--- src/rtl/uart_tx_serializer_if.sv ---
// Parallel-side request bus and serial-side status of the UART transmit stage.
// Build option UART_TX_TWO_STOP_EN adds the stop_bits request field.
interface uart_tx_serializer_if #(
   parameter int dataWidth = 8
);
   logic [dataWidth-1:0] p_data;
   logic                 data_valid;
   logic                 par_en;
   logic                 par_type;
   logic [5:0]           prescale;
`ifdef UART_TX_TWO_STOP_EN
   logic                 stop_bits;
`endif
   logic                 tx_out;
   logic                 busy;

`ifdef UART_TX_TWO_STOP_EN
   modport master (output p_data, data_valid, par_en, par_type, prescale, stop_bits,
                   input  tx_out, busy);
   modport slave  (input  p_data, data_valid, par_en, par_type, prescale, stop_bits,
                   output tx_out, busy);
`else
   modport master (output p_data, data_valid, par_en, par_type, prescale,
                   input  tx_out, busy);
   modport slave  (input  p_data, data_valid, par_en, par_type, prescale,
                   output tx_out, busy);
`endif
endinterface

--- src/rtl/uart_tx_serializer.sv ---
// UART transmitter: start bit, dataWidth payload bits LSB first, optional parity, stop bit(s).
// Build option UART_TX_TWO_STOP_EN: bus.stop_bits=1 latched on accept gives two stop bits.
//
// state  | meaning
// IDLE   | line high, busy low, waiting for data_valid
// START  | start bit, line low
// DATA   | payload bit bit_idx, LSB first
// PARITY | parity bit computed from the latched payload
// STOP   | stop bit(s), line high
module uart_tx_serializer #(
   parameter int dataWidth = 8
) (
   input  logic                clk,
   input  logic                rst,
   uart_tx_serializer_if.slave bus
);
   localparam int BW = (dataWidth > 2) ? $clog2(dataWidth) : 1;

   typedef enum logic [2:0] {IDLE, START, DATA, PARITY, STOP} state_t;

   state_t               state, state_nxt;
   logic [5:0]           tick, tick_nxt;
   logic [5:0]           ps_lat, ps_lat_nxt;
   logic [BW-1:0]        bit_idx, bit_idx_nxt;
   logic [dataWidth-1:0] shreg, shreg_nxt;
   logic                 par_en_lat, par_en_lat_nxt;
   logic                 par_bit, par_bit_nxt;
   logic                 tx_q, tx_nxt;
   logic                 busy_q, busy_nxt;
   logic                 last_tick;
`ifdef UART_TX_TWO_STOP_EN
   logic                 two_stop, two_stop_nxt;
`endif

   always_ff @(posedge clk or negedge rst) begin
      if (!rst) begin
         state      <= IDLE;
         tick       <= '0;
         ps_lat     <= '0;
         bit_idx    <= '0;
         shreg      <= '0;
         par_en_lat <= 1'b0;
         par_bit    <= 1'b0;
         tx_q       <= 1'b1;
         busy_q     <= 1'b0;
`ifdef UART_TX_TWO_STOP_EN
         two_stop   <= 1'b0;
`endif
      end else begin
         state      <= state_nxt;
         tick       <= tick_nxt;
         ps_lat     <= ps_lat_nxt;
         bit_idx    <= bit_idx_nxt;
         shreg      <= shreg_nxt;
         par_en_lat <= par_en_lat_nxt;
         par_bit    <= par_bit_nxt;
         tx_q       <= tx_nxt;
         busy_q     <= busy_nxt;
`ifdef UART_TX_TWO_STOP_EN
         two_stop   <= two_stop_nxt;
`endif
      end
   end

   always_comb begin
      state_nxt      = state;
      tick_nxt       = tick;
      ps_lat_nxt     = ps_lat;
      bit_idx_nxt    = bit_idx;
      shreg_nxt      = shreg;
      par_en_lat_nxt = par_en_lat;
      par_bit_nxt    = par_bit;
`ifdef UART_TX_TWO_STOP_EN
      two_stop_nxt   = two_stop;
`endif
      last_tick      = (tick == ps_lat - 6'd1);

      if (state == IDLE) begin
         if (bus.data_valid) begin
            state_nxt      = START;
            tick_nxt       = '0;
            bit_idx_nxt    = '0;
            shreg_nxt      = bus.p_data;
            ps_lat_nxt     = (bus.prescale < 6'd4) ? 6'd4 : bus.prescale;
            par_en_lat_nxt = bus.par_en;
            par_bit_nxt    = bus.par_type ^ (^bus.p_data);
`ifdef UART_TX_TWO_STOP_EN
            two_stop_nxt   = bus.stop_bits;
`endif
         end
      end else if (!last_tick) begin
         tick_nxt = tick + 6'd1;
      end else begin
         tick_nxt = '0;
         case (state)
            START: begin
               state_nxt   = DATA;
               bit_idx_nxt = '0;
            end
            DATA: begin
               if (bit_idx == BW'(dataWidth - 1)) begin
                  state_nxt   = par_en_lat ? PARITY : STOP;
                  bit_idx_nxt = '0;
               end else begin
                  bit_idx_nxt = bit_idx + 1'b1;
                  shreg_nxt   = shreg >> 1;
               end
            end
            PARITY: state_nxt = STOP;
            STOP: begin
`ifdef UART_TX_TWO_STOP_EN
               // bit_idx doubles as the stop-bit counter once the payload is out
               if (two_stop && bit_idx == '0) bit_idx_nxt = 1'b1;
               else                           state_nxt   = IDLE;
`else
               state_nxt = IDLE;
`endif
            end
            default: state_nxt = IDLE;
         endcase
      end

      // outputs are registered, so they are derived from the state being entered
      tx_nxt   = 1'b1;
      busy_nxt = 1'b1;
      case (state_nxt)
         IDLE:    busy_nxt = 1'b0;
         START:   tx_nxt   = 1'b0;
         DATA:    tx_nxt   = shreg_nxt[0];
         PARITY:  tx_nxt   = par_bit_nxt;
         default: tx_nxt   = 1'b1;
      endcase
   end

   assign bus.tx_out = tx_q;
   assign bus.busy   = busy_q;
endmodule

--- src/flat_wrapper.sv ---
// flat-port wrapper written by rule: the top's interface ports become plain ports
module uart_tx_serializer_flat 
#(
   parameter int dataWidth = 8
)
  (clk, rst, bus_p_data, bus_data_valid, bus_par_en, bus_par_type, bus_prescale, bus_tx_out, bus_busy);
  uart_tx_serializer_if #(.dataWidth(dataWidth)) bus_i ();
  input  logic clk;
  input  logic rst;
  input wire logic [$bits(bus_i.p_data)-1:0] bus_p_data;
  input wire logic [$bits(bus_i.data_valid)-1:0] bus_data_valid;
  input wire logic [$bits(bus_i.par_en)-1:0] bus_par_en;
  input wire logic [$bits(bus_i.par_type)-1:0] bus_par_type;
  input wire logic [$bits(bus_i.prescale)-1:0] bus_prescale;
  output wire logic [$bits(bus_i.tx_out)-1:0] bus_tx_out;
  output wire logic [$bits(bus_i.busy)-1:0] bus_busy;
  assign bus_i.p_data = bus_p_data;
  assign bus_i.data_valid = bus_data_valid;
  assign bus_i.par_en = bus_par_en;
  assign bus_i.par_type = bus_par_type;
  assign bus_i.prescale = bus_prescale;
  assign bus_tx_out = bus_i.tx_out;
  assign bus_busy = bus_i.busy;
  uart_tx_serializer #(.dataWidth(dataWidth)) u_core (.clk(clk), .rst(rst), .bus(bus_i));
endmodule
--- config.mk ---
export PLATFORM = sky130hd
export DESIGN_NAME = uart_tx_serializer_flat
export DESIGN_NICKNAME = d
export VERILOG_FILES = /design/src/rtl/uart_tx_serializer_if.sv /design/src/rtl/uart_tx_serializer.sv /design/src/flat_wrapper.sv
export SDC_FILE = /design/constraint.sdc
export NUM_CORES = 1
export LEC_CHECK = 0
export ABC_AREA = 1
export ABC_CLOCK_PERIOD_IN_PS = 1600
export CORE_ASPECT_RATIO = 1.5
export CORE_UTILIZATION = 50
export CTS_BUF_LIST = sky130_fd_sc_hd__clkbuf_8
export DETAILED_ROUTE_END_ITERATION = 6
export GPL_TIMING_DRIVEN = 0
export PLACE_DENSITY = 0.79
export SYNTH_ARGS = -nofsm -noshare
export SYNTH_HDL_FRONTEND = slang
export SYNTH_SLANG_ARGS = --single-unit
--- constraint.sdc ---
create_clock -name clk -period 1.6 [get_ports clk]
set_input_delay 0.24 -clock clk [delete_from_list [all_inputs] [get_ports clk]]
set_output_delay 0.24 -clock clk [all_outputs]
set_load 0.02 [all_outputs]
==> results of run 1 <==
[per-stage QoR]
step	total power, uW	TNS, ps
after CTS	4210	-4170
after floorplan	2890	-1370
after global routing	4760	-7830
after detailed placement	3370	-15200
after global placement	3290	-14350
final	4400	-5520
[metal layers]
metal / up-vias / share of wire [%]
li1: 900 / -
met1: 832 / 38
met2: 37 / 56
met3: 13 / 3.2
met4: 0 / 2.9
met5: - / 0
[synthesized netlist by cell type (3+ instances only)]
cell      number  area share [%]
xnor2_1        4             1.8
nand4_1        6             2.0
nand2_1       84              17
o211ai_1       5             2.0
o22ai_1        5             1.7
a21oi_1        3            0.79
dfrtp_1       29              38
ha_1           4             2.6
nor3_1         4             1.1
nand3_2        3             1.6
o21ai_0        8             2.1
o21ai_1        3            0.79
inv_2          4            0.79
xor2_1         4             1.8
inv_1         36             7.1
nor2_2         4             1.3
nand3_1       21             5.5
nor2_1        13             2.6
[power groups by stage]
stage	Combinational [uW]	Clock, uW	Sequential, uW
global route	2640	667	1450
floorplan	1540	0	1350
finish	2360	630	1410
CTS	2180	636	1390
global placement	1900	0	1390
detailed placement	1960	0	1410
[area by class of cell]
cell class	instances	area (sq um)
buffer	3	20.0
fill	298	1230
inverter	40	153
multi-input combinational	184	1060
clock inverter	2	8.76
timing repair buffer	31	288
sequential	30	753
tap	43	53.8
clock buffer	6	82.6
[timing repair]
| action | 4_1_cts | 5_1_grt |
|---|---|---|
| setup endpoints to repair | 28 | 25 |
| gates resized for setup | 12 | 19 |
| buffers inserted | 8 | 3 |
| pin swaps | 9 | 12 |
[kinds of logic (layout without fill, tap and decap cells)]
kind of cell	Yosys count	in the layout	synth area share, %
flops	30	30	39.7
compound gates	26	26	8.12
xor+xnor	9	9	4.56
buf+inv	43	82	8.72
fa+ha+maj	4	4	2.64
simple gates	145	145	36.3
[cells in the final DEF (no fill, tap or decap), types with 2 or more instances in the layout]
cell type,synthesis,final
clkbuf_8,0,6
clkdlybuf4s50_1,0,18
nand3_2,3,6
nor2_1,13,9
inv_1,36,33
a21oi_1,3,2
nand2_1,84,78
nor2_4,0,3
ha_1,4,2
buf_6,0,3
inv_2,4,7
nand3_1,21,18
o21ai_0,8,8
nor2_2,4,5
buf_4,1,9
dfrtp_1,29,28
o31ai_1,2,2
xnor2_1,4,4
o211ai_1,5,5
nand3_4,2,2
nor3_1,4,3
or2_2,2,2
o21ai_1,3,3
nand2_2,2,8
o22ai_1,5,5
xor2_1,4,4
nand4_1,6,6
[state kept, by name, indices dropped and copies added, names as in the netlist]
register	flops
u_core.bit_idx	3
u_core.par_en_lat	1
u_core.shreg	8
u_core.tick	6
u_core.state	3
u_core.bus.busy	1
u_core.par_bit	1
u_core.ps_lat	6
u_core.bus.tx_out	1
[worst paths after layout]
kind | end | depth (start not counted)
worst max-delay path | u_core.bus.tx_out | 15
worst min register to register | u_core.shreg[7] | 2
min in group clk | u_core.ps_lat[0] | 3
worst min-delay path | u_core.ps_lat[2] | 1
worst max register to register | u_core.bus.tx_out | 15
max in group asynchronous | u_core.state[2] | 1
==> impl_metrics.toml, run 1 <==
[floorplan]
die-area_sq_um = 4040
placeableCoreArea_sq_um = 3650
rows = 27
die_w_um = 52.3
io-pin-count = 21
initial_core_util_pct = 51.9
fp.dieH_um = 77.4

[power_and_ir_drop]
p_leak_uw = 0.00119
p_sw_share_pct = 44.8
comb_power_share_pct = 53.7
clkPwrFrac_pct = 14.3
pwr-share-seq_pct = 32.0
p_switching_uw = 1970
p_int_uw = 2430
ir_drop_uv = 1280
power_density_nw_per_um2 = 1820

[drt]
drc = 0
wire_per_inst_um = 13.2
num_vias = 1782
wirelength_mm = 4.48
first_pass_iters = 4
via_per_inst = 5.26
drtIter0Drc = 40
ant_nets = 0

[timing]
hold_viol = 20
fin_crit_ps = 1940
tightest_slew_ps = 682
rsz0062_at_grt = "true"
setup_violations = 22
finalCritPeriodShare_pct = 122
timing.final.ws_setup_ps = -345
whs_ps = -13.5
finClkSkew_ps = 7.27
slew_headroom_pct = 54.5
max_freq_ghz = 0.514
finalMaxSlewViolations = 0

[cts]
cts_tree = "built"
hold_buffers = 0
clkTransAtPathRegs_ps = 70
cts.path.max_buffers = 2
cts_buffers = 5
cts.sinks = 30
clock_latency_ps = 290
h-tree-depth = 2
cts_root_buf = "clkbuf_8"

[synthesis]
synth_fp_nets = 280
synth_seq_cells = 30
ys_seq_area_share_pct = 39.7
ys_warn_count = 0
syn_avg_cell_area_sq_um = 7.37
ys.flop_type = "dfrtp_1"
synth_cell_types = 30
synth_cells = 257
synth_area_sq_um = 1890
async_flop_share_pct = 100
synth_edf_count = 0

[run_status]
status = "finished with violations"
violations = "negative hold slack, negative setup slack"

[setup_path]
path_buf_inv = 4
critPathRequiredTime_ps = 1830
max_stage_delay_ps = 380
cp_data_arrival_time_ps = 2170
reg2reg_from = "u_core.ps_lat[1]"
crit_family = "simple AND/OR/NAND/NOR gates"
cp_cell_sequence = "inv_2 -> ha_4 -> inv_2 -> nand2_2 -> nand2_2 -> nor2_2 -> nand2_1 -> nor2_2 -> nand3_4 -> buf_4 -> inv_4 -> nand3_2 -> nand2_2 -> nor2_2 -> nand2_1"
worstPathMaxFanout = 7
start_kind = "register"
criticalPathCategory = "register to register"
r2r_slack_ps = -340
crit_slowest_cell = "dfrtp_1"
crit_path_end_kind = "register"
startpoint = "u_core.ps_lat[1]"

[global_routing]
grt_pass1_wl_mm = 7.28
met1_usage_pct = 26.3
antenna_found_initial = 0
grt_pass1_vias = 1682
grt_max_degree = 31
gr-total-overflow = 0
track_usage_pct = 24.7
grt.met3_usage_pct = 5.69
grt.met2_usage_pct = 44.0
busiest_layer = "met2"

[finish]
utilization_pct = 66.2
fin_nets = 318
drive_above_1_share_pct = 22.0
antenna_cells = 0
area_growth_pct = 27.5
stdcell_area_sq_um = 2410
stdcell_count = 339

[placement]
dp_cells = 320
place_ws_ps = -420
gp_congestion = 0.849
dp_hpwl_mm = 3.17
placed_area_sq_um = 2170
numPortBuffers = 20

[flow_run]
max_cap_viol_count = 0

[min_path]
hold_path.class = "input pin to asynchronous set/reset pin"
(Power assumes the default switching activity.)
==> run 2, diff against run 1 <==
==> constraint.sdc (replaced) <==
create_clock -name clk -period 1.6 [get_ports clk]
set_input_delay 0.4 -clock clk [delete_from_list [all_inputs] [get_ports clk]]
set_output_delay 0.4 -clock clk [all_outputs]
set_load 0.02 [all_outputs]
==> impl_metrics.toml, run 2 (synthesis results as in run 1) <==
[cts]
hold_buffers = 0
cts_root_buf = "clkbuf_8"
clkTransAtPathRegs_ps = 70
cts.path.max_buffers = 2
h-tree-depth = 2
cts_tree = "built"
clock_latency_ps = 290
cts_buffers = 5
cts.sinks = 30

[global_routing]
grt_max_degree = 31
grt_pass1_vias = 1682
track_usage_pct = 24.7
gr-total-overflow = 0
antenna_found_initial = 0
grt_pass1_wl_mm = 7.28

[finish]
stdcell_count = 339
final_cell_mix = "78 x nand2_1, 33 x inv_1, 28 x dfrtp_1, 18 x nand3_1, 17 x clkdlybuf4s50_1"
multi_input_area_sq_um = 1060
top_regs = "u_core.shreg x8, u_core.ps_lat x6, u_core.tick x6"
stdcell_area_sq_um = 2410
fin_nets = 318
top_register = "u_core.shreg"
utilization_pct = 66.2
largest_reg_flops = 8
drive_above_1_share_pct = 22.0
final_common_cell = "nand2_1"
seq_area_sq_um = 753
fillers = 297
antenna_cells = 0
area_growth_pct = 27.4

[timing]
max_freq_ghz = 0.510
fin_crit_ps = 1960
whs_ps = 147
tightest_slew_ps = 688
hold_viol = 0
finalCritPeriodShare_pct = 123
setup_violations = 22
rsz0062_at_grt = "true"
finalMaxSlewViolations = 0
slew_headroom_pct = 54.1
timing.final.ws_setup_ps = -361
finClkSkew_ps = 7.15

[drt]
ant_nets = 0
via_per_inst = 5.24
top_layer = "met4"
first_pass_iters = 4
drt-met1-wl_mm = 1.72
wirelength_mm = 4.49
drtIter0Drc = 39
drc = 0
num_vias = 1777
wl_met3_um = 173
wire_per_inst_um = 13.3
wl_met2_mm = 2.48

[setup_path]
cp_data_arrival_time_ps = 2190
critPathRequiredTime_ps = 1830
crit_family = "simple AND/OR/NAND/NOR gates"
worstPathMaxFanout = 7
start_kind = "register"
crit_slowest_cell = "dfrtp_1"
crit_path_end_kind = "register"
max_stage_delay_ps = 380
path_buf_inv = 4
cp_cell_sequence = "inv_2 -> ha_4 -> inv_2 -> nand2_2 -> nand2_2 -> nor2_2 -> nand2_1 -> nor2_2 -> nand3_4 -> buf_4 -> inv_4 -> nand3_2 -> nand2_2 -> nor2_2 -> nand2_1"
criticalPathCategory = "register to register"

[floorplan]
placeableCoreArea_sq_um = 3650
io-pin-count = 21
rows = 27
fp.dieH_um = 77.4
initial_core_util_pct = 51.9
die_w_um = 52.3
die-area_sq_um = 4040

[placement]
gp_congestion = 0.849
placed_area_sq_um = 2170
numPortBuffers = 20
dp_cells = 320
dp_hpwl_mm = 3.17

[min_path]
hold_path.class = "input pin to asynchronous set/reset pin"

[power_and_ir_drop]
power_density_nw_per_um2 = 1820
p_total_uw = 4400
ir_drop_uv = 1280
p_leak_uw = 0.00119

[run_status]
violations = "negative setup slack"
status = "finished with violations"

[flow_run]
max_cap_viol_count = 0
[run 2: changes by cell type in the layout (fill, tap and decap cells not counted), sizes merged]
| cell | delta |
|---|---|
| dlygate4sd2 | +1 |
| clkdlybuf4s50 | -1 |
[run 2: cell type report]
| class | instances | area share, % |
|---|---|---|
| inverter | 40 | 6.32 |
| timing repair buffer | 31 | 11.9 |
| clock inverter | 2 | 0.363 |
| multi-input combinational | 184 | 43.8 |
| sequential | 30 | 31.2 |
| clock buffer | 6 | 3.42 |
| buffer | 3 | 0.829 |
| tap | 43 | 2.23 |
[run 2: metal layers]
metal | global-route usage, % | up-vias
met5 | 0 | -
met4 | 11.6 | 0
met3 | 5.69 | 11
met2 | 44.0 | 50
met1 | 26.3 | 815
li1 | - | 901
[run 2: what timing repair did]
| item | CTS | global route |
|---|---|---|
| setup buffers | 8 | 3 |
| endpoints found under the setup margin | 58 | 25 |
| pin swaps | 9 | 12 |
| resized for setup | 13 | 19 |
| gates cloned | 0 | 0 |
[run 2: path summary, 6_finish.rpt]
kind / from / to / slack, ps / cells past startpoint
setup / recovery: u_core.ps_lat[1] / u_core.bus.tx_out / -360 / 15
hold / removal: rst / u_core.shreg[7] / 150 / 1
setup reg to reg: u_core.ps_lat[1] / u_core.bus.tx_out / -360 / 15
hold reg to reg: u_core.shreg[7] / u_core.shreg[7] / 500 / 2
max in group asynchronous: rst / u_core.state[2] / 960 / 1
min in group clk: u_core.shreg[7] / u_core.shreg[7] / 500 / 2
[run 2: through the flow]
| stage | setup TNS [ps] | setup slack [ps] |
|---|---|---|
| after floorplan | -1370 | -144 |
| after global placement | -20700 | -445 |
| after detailed placement | -21430 | -475 |
| after CTS | -4170 | -268 |
| after global routing | -7830 | -474 |
| final | -5710 | -361 |
[run 2: worst register-to-register path, cell delays in order (launching register included)]
cell and delay [ps]:
dfrtp_1 380, inv_2 60, ha_4 270, inv_2 30, nand2_2 70, nand2_2 60
nor2_2 120, nand2_1 70, nor2_2 120, nand3_4 160, buf_4 180, inv_4 80
nand3_2 110, nand2_2 100, nor2_2 40, nand2_1 50
[run 2: report_power, final]
part | switching (uW) | internal [uW]
combinational | 1370 | 992
clock | 285 | 340
sequential | 319 | 1090
==> run 3, diff against run 2 <==
--- a/config.mk
+++ b/config.mk
@@ -6,13 +6,13 @@
 export NUM_CORES = 1
 export LEC_CHECK = 0
 export ABC_AREA = 1
-export ABC_CLOCK_PERIOD_IN_PS = 1600
+export ABC_CLOCK_PERIOD_IN_PS = 1700
 export CORE_ASPECT_RATIO = 1.5
-export CORE_UTILIZATION = 50
+export CORE_UTILIZATION = 41
 export CTS_BUF_LIST = sky130_fd_sc_hd__clkbuf_8
 export DETAILED_ROUTE_END_ITERATION = 6
 export GPL_TIMING_DRIVEN = 0
-export PLACE_DENSITY = 0.79
+export PLACE_DENSITY = 0.68
 export SYNTH_ARGS = -nofsm -noshare
 export SYNTH_HDL_FRONTEND = slang
 export SYNTH_SLANG_ARGS = --single-unit
==> constraint.sdc (replaced) <==
create_clock -name clk -period 1.7 [get_ports clk]
set_input_delay 0.425 -clock clk [delete_from_list [all_inputs] [get_ports clk]]
set_output_delay 0.425 -clock clk [all_outputs]
set_load 0.02 [all_outputs]
==> impl_metrics.toml, run 3 (synthesis results as in run 1) <==
[run_status]
status = "finished with violations"
violations = "design-rule violations, negative setup slack"

[floorplan]
placeableCoreArea_sq_um = 4320
die_w_um = 57.5
fp.dieH_um = 85.3
die-area_sq_um = 4900
initial_core_util_pct = 43.9
rows = 29
io-pin-count = 21

[setup_path]
cp_cell_sequence = "inv_2 -> ha_4 -> inv_2 -> nand2_1 -> nand2_1 -> nor2_2 -> nand2_1 -> nor2_2 -> nand3_4 -> nand2_4 -> nand4_4 -> nand2_1 -> o211ai_1"
start_kind = "register"
ff2ff_path_depth = 13
critPathRequiredTime_ps = 1870
max_stage_delay_ps = 370
cp_common_cell = "nand2_1"
startpoint = "u_core.ps_lat[0]"
r2r-end = "u_core.shreg[6]"
crit_slowest_cell = "dfrtp_1"
r2r_slack_ps = -150
reg2reg_from = "u_core.ps_lat[0]"
worstPathMaxFanout = 7
crit_path_end_kind = "register"
cp_data_arrival_time_ps = 2010
criticalPathCategory = "register to register"

[drt]
via_per_inst = 5.15
wire_per_inst_um = 12.8
ant_nets = 0
num_vias = 1740
first_pass_iters = 6
drc = 1
wirelength_mm = 4.33
drtIter0Drc = 63

[cts]
h-tree-depth = 2
cts.path.max_buffers = 2
clkTransAtPathRegs_ps = 60
cts_buffers = 5
cts_tree = "built"
hold_buffers = 0
cts.sinks = 30
cts_root_buf = "clkbuf_8"
clock_latency_ps = 290

[finish]
drive_above_1_share_pct = 18.5
final_common_cell = "nand2_1"
antenna_cells = 0
fin_nets = 314
utilization_pct = 54.7
stdcell_count = 338
top_regs = "u_core.shreg x8, u_core.ps_lat x6, u_core.tick x6"
largest_reg_flops = 8
area_growth_pct = 24.8
top_register = "u_core.shreg"
final_cell_mix = "81 x nand2_1, 33 x inv_1, 28 x dfrtp_1, 21 x nand3_1, 18 x clkdlybuf4s50_1"

[global_routing]
grt_pass1_wl_mm = 7.47
antenna_found_initial = 0
grt_max_degree = 31
track_usage_pct = 19.9
grt_pass1_vias = 1782
gr-total-overflow = 0

[min_path]
hold_path.class = "input pin to asynchronous set/reset pin"

[placement]
dp_hpwl_mm = 3.21
numPortBuffers = 20
gp_congestion = 0.795
dp_cells = 323

[flow_run]
max_cap_viol_count = 0

[timing]
timing.final.ws_setup_ps = -148
finalCritPeriodShare_pct = 109
finClkSkew_ps = 1.79
rsz0062_at_grt = "true"
slew_headroom_pct = 55.0
fin_crit_ps = 1850
setup_violations = 16
max_freq_ghz = 0.541
hold_viol = 0
tightest_slew_ps = 675
finalMaxSlewViolations = 0

[power_and_ir_drop]
ir_drop_uv = 677
clkPwrFrac_pct = 16.9
p_switching_uw = 1770
power_density_nw_per_um2 = 1720
comb_power_share_pct = 50.7
p_sw_share_pct = 43.6
pwr-share-seq_pct = 32.4
p_int_uw = 2290
p_leak_uw = 0.00117
[run 3: cell types whose count changed in the layout (fill, tap and decap cells not counted), moves of 2 or more]
cell	before	now
nand2_1	78	81
clkbuf_8	6	8
buf_4	9	7
nand2_2	8	5
nand3_2	6	3
nand3_1	18	21
buf_6	3	1
[run 3: final cells by class]
type                       count  area (sq um)
buffer                         3          17.5
multi-input combinational    184          1020
timing repair buffer          27           250
fill                         413          1950
sequential                    30           753
tap                           46          57.6
inverter                      40           150
clock buffer                   8           110
[run 3: power groups by stage]
| stage | clock network (uW) | logic (uW) | registers (uW) |
|---|---|---|---|
| floorplan | 0 | 1430 | 1270 |
| global placement | 0 | 1790 | 1320 |
| detailed placement | 0 | 1840 | 1320 |
| CTS | 693 | 2010 | 1300 |
| global route | 709 | 2340 | 1350 |
| finish | 686 | 2060 | 1320 |
[run 3: layer usage]
layer  share of wire (%)  vias to the layer above  GRT usage (%)  wire length, um
li1                    -                      892              -                -
met5                   0                        -              0                0
met4                 3.6                        0           11.5              155
met2                  55                       40           37.5             2390
met3                 2.9                       16           3.20              127
met1                  38                      792           19.8             1650
[run 3: worst max path at each step]
stage	depth (start not counted)	slack, ps	to
final	13	-150	u_core.shreg[6]
after global routing	13	-290	u_core.shreg[6]
after CTS	13	-170	u_core.shreg[4]
after detailed placement	6	-360	u_core.ps_lat[1]
after global placement	1	-400	u_core.bit_idx[0]
after floorplan	13	-40	u_core.shreg[2]
[run 3: metrics by stage]
step | power (uW) | TNS, ps | area, sq um | setup WS (ps) | hold WS (ps)
3_3_place_gp | 3110 | -17320 | 2160 | -401 | 459
5_1_grt | 4400 | -4020 | 2360 | -288 | 232
6_report | 4060 | -1400 | 2360 | -148 | 171
2_1_floorplan | 2700 | -240 | 1910 | -44.4 | 129
4_1_cts | 4010 | -1720 | 2340 | -167 | 204
3_5_place_dp | 3160 | -6060 | 2160 | -361 | 463
[run 3: repair_timing]
item / CTS / global route
gates resized for setup: 7 / 14
pin swaps: 6 / 6
setup endpoints to repair: 25 / 29
buffers inserted: 7 / 0
[run 3: critical path, delay by kind of cell (launching register included)]
kind / cells / cell delay (ps)
simple gates: 9 / 910
flops: 1 / 370
fa+ha+maj: 1 / 270
buf+inv: 2 / 90
compound gates: 1 / 80
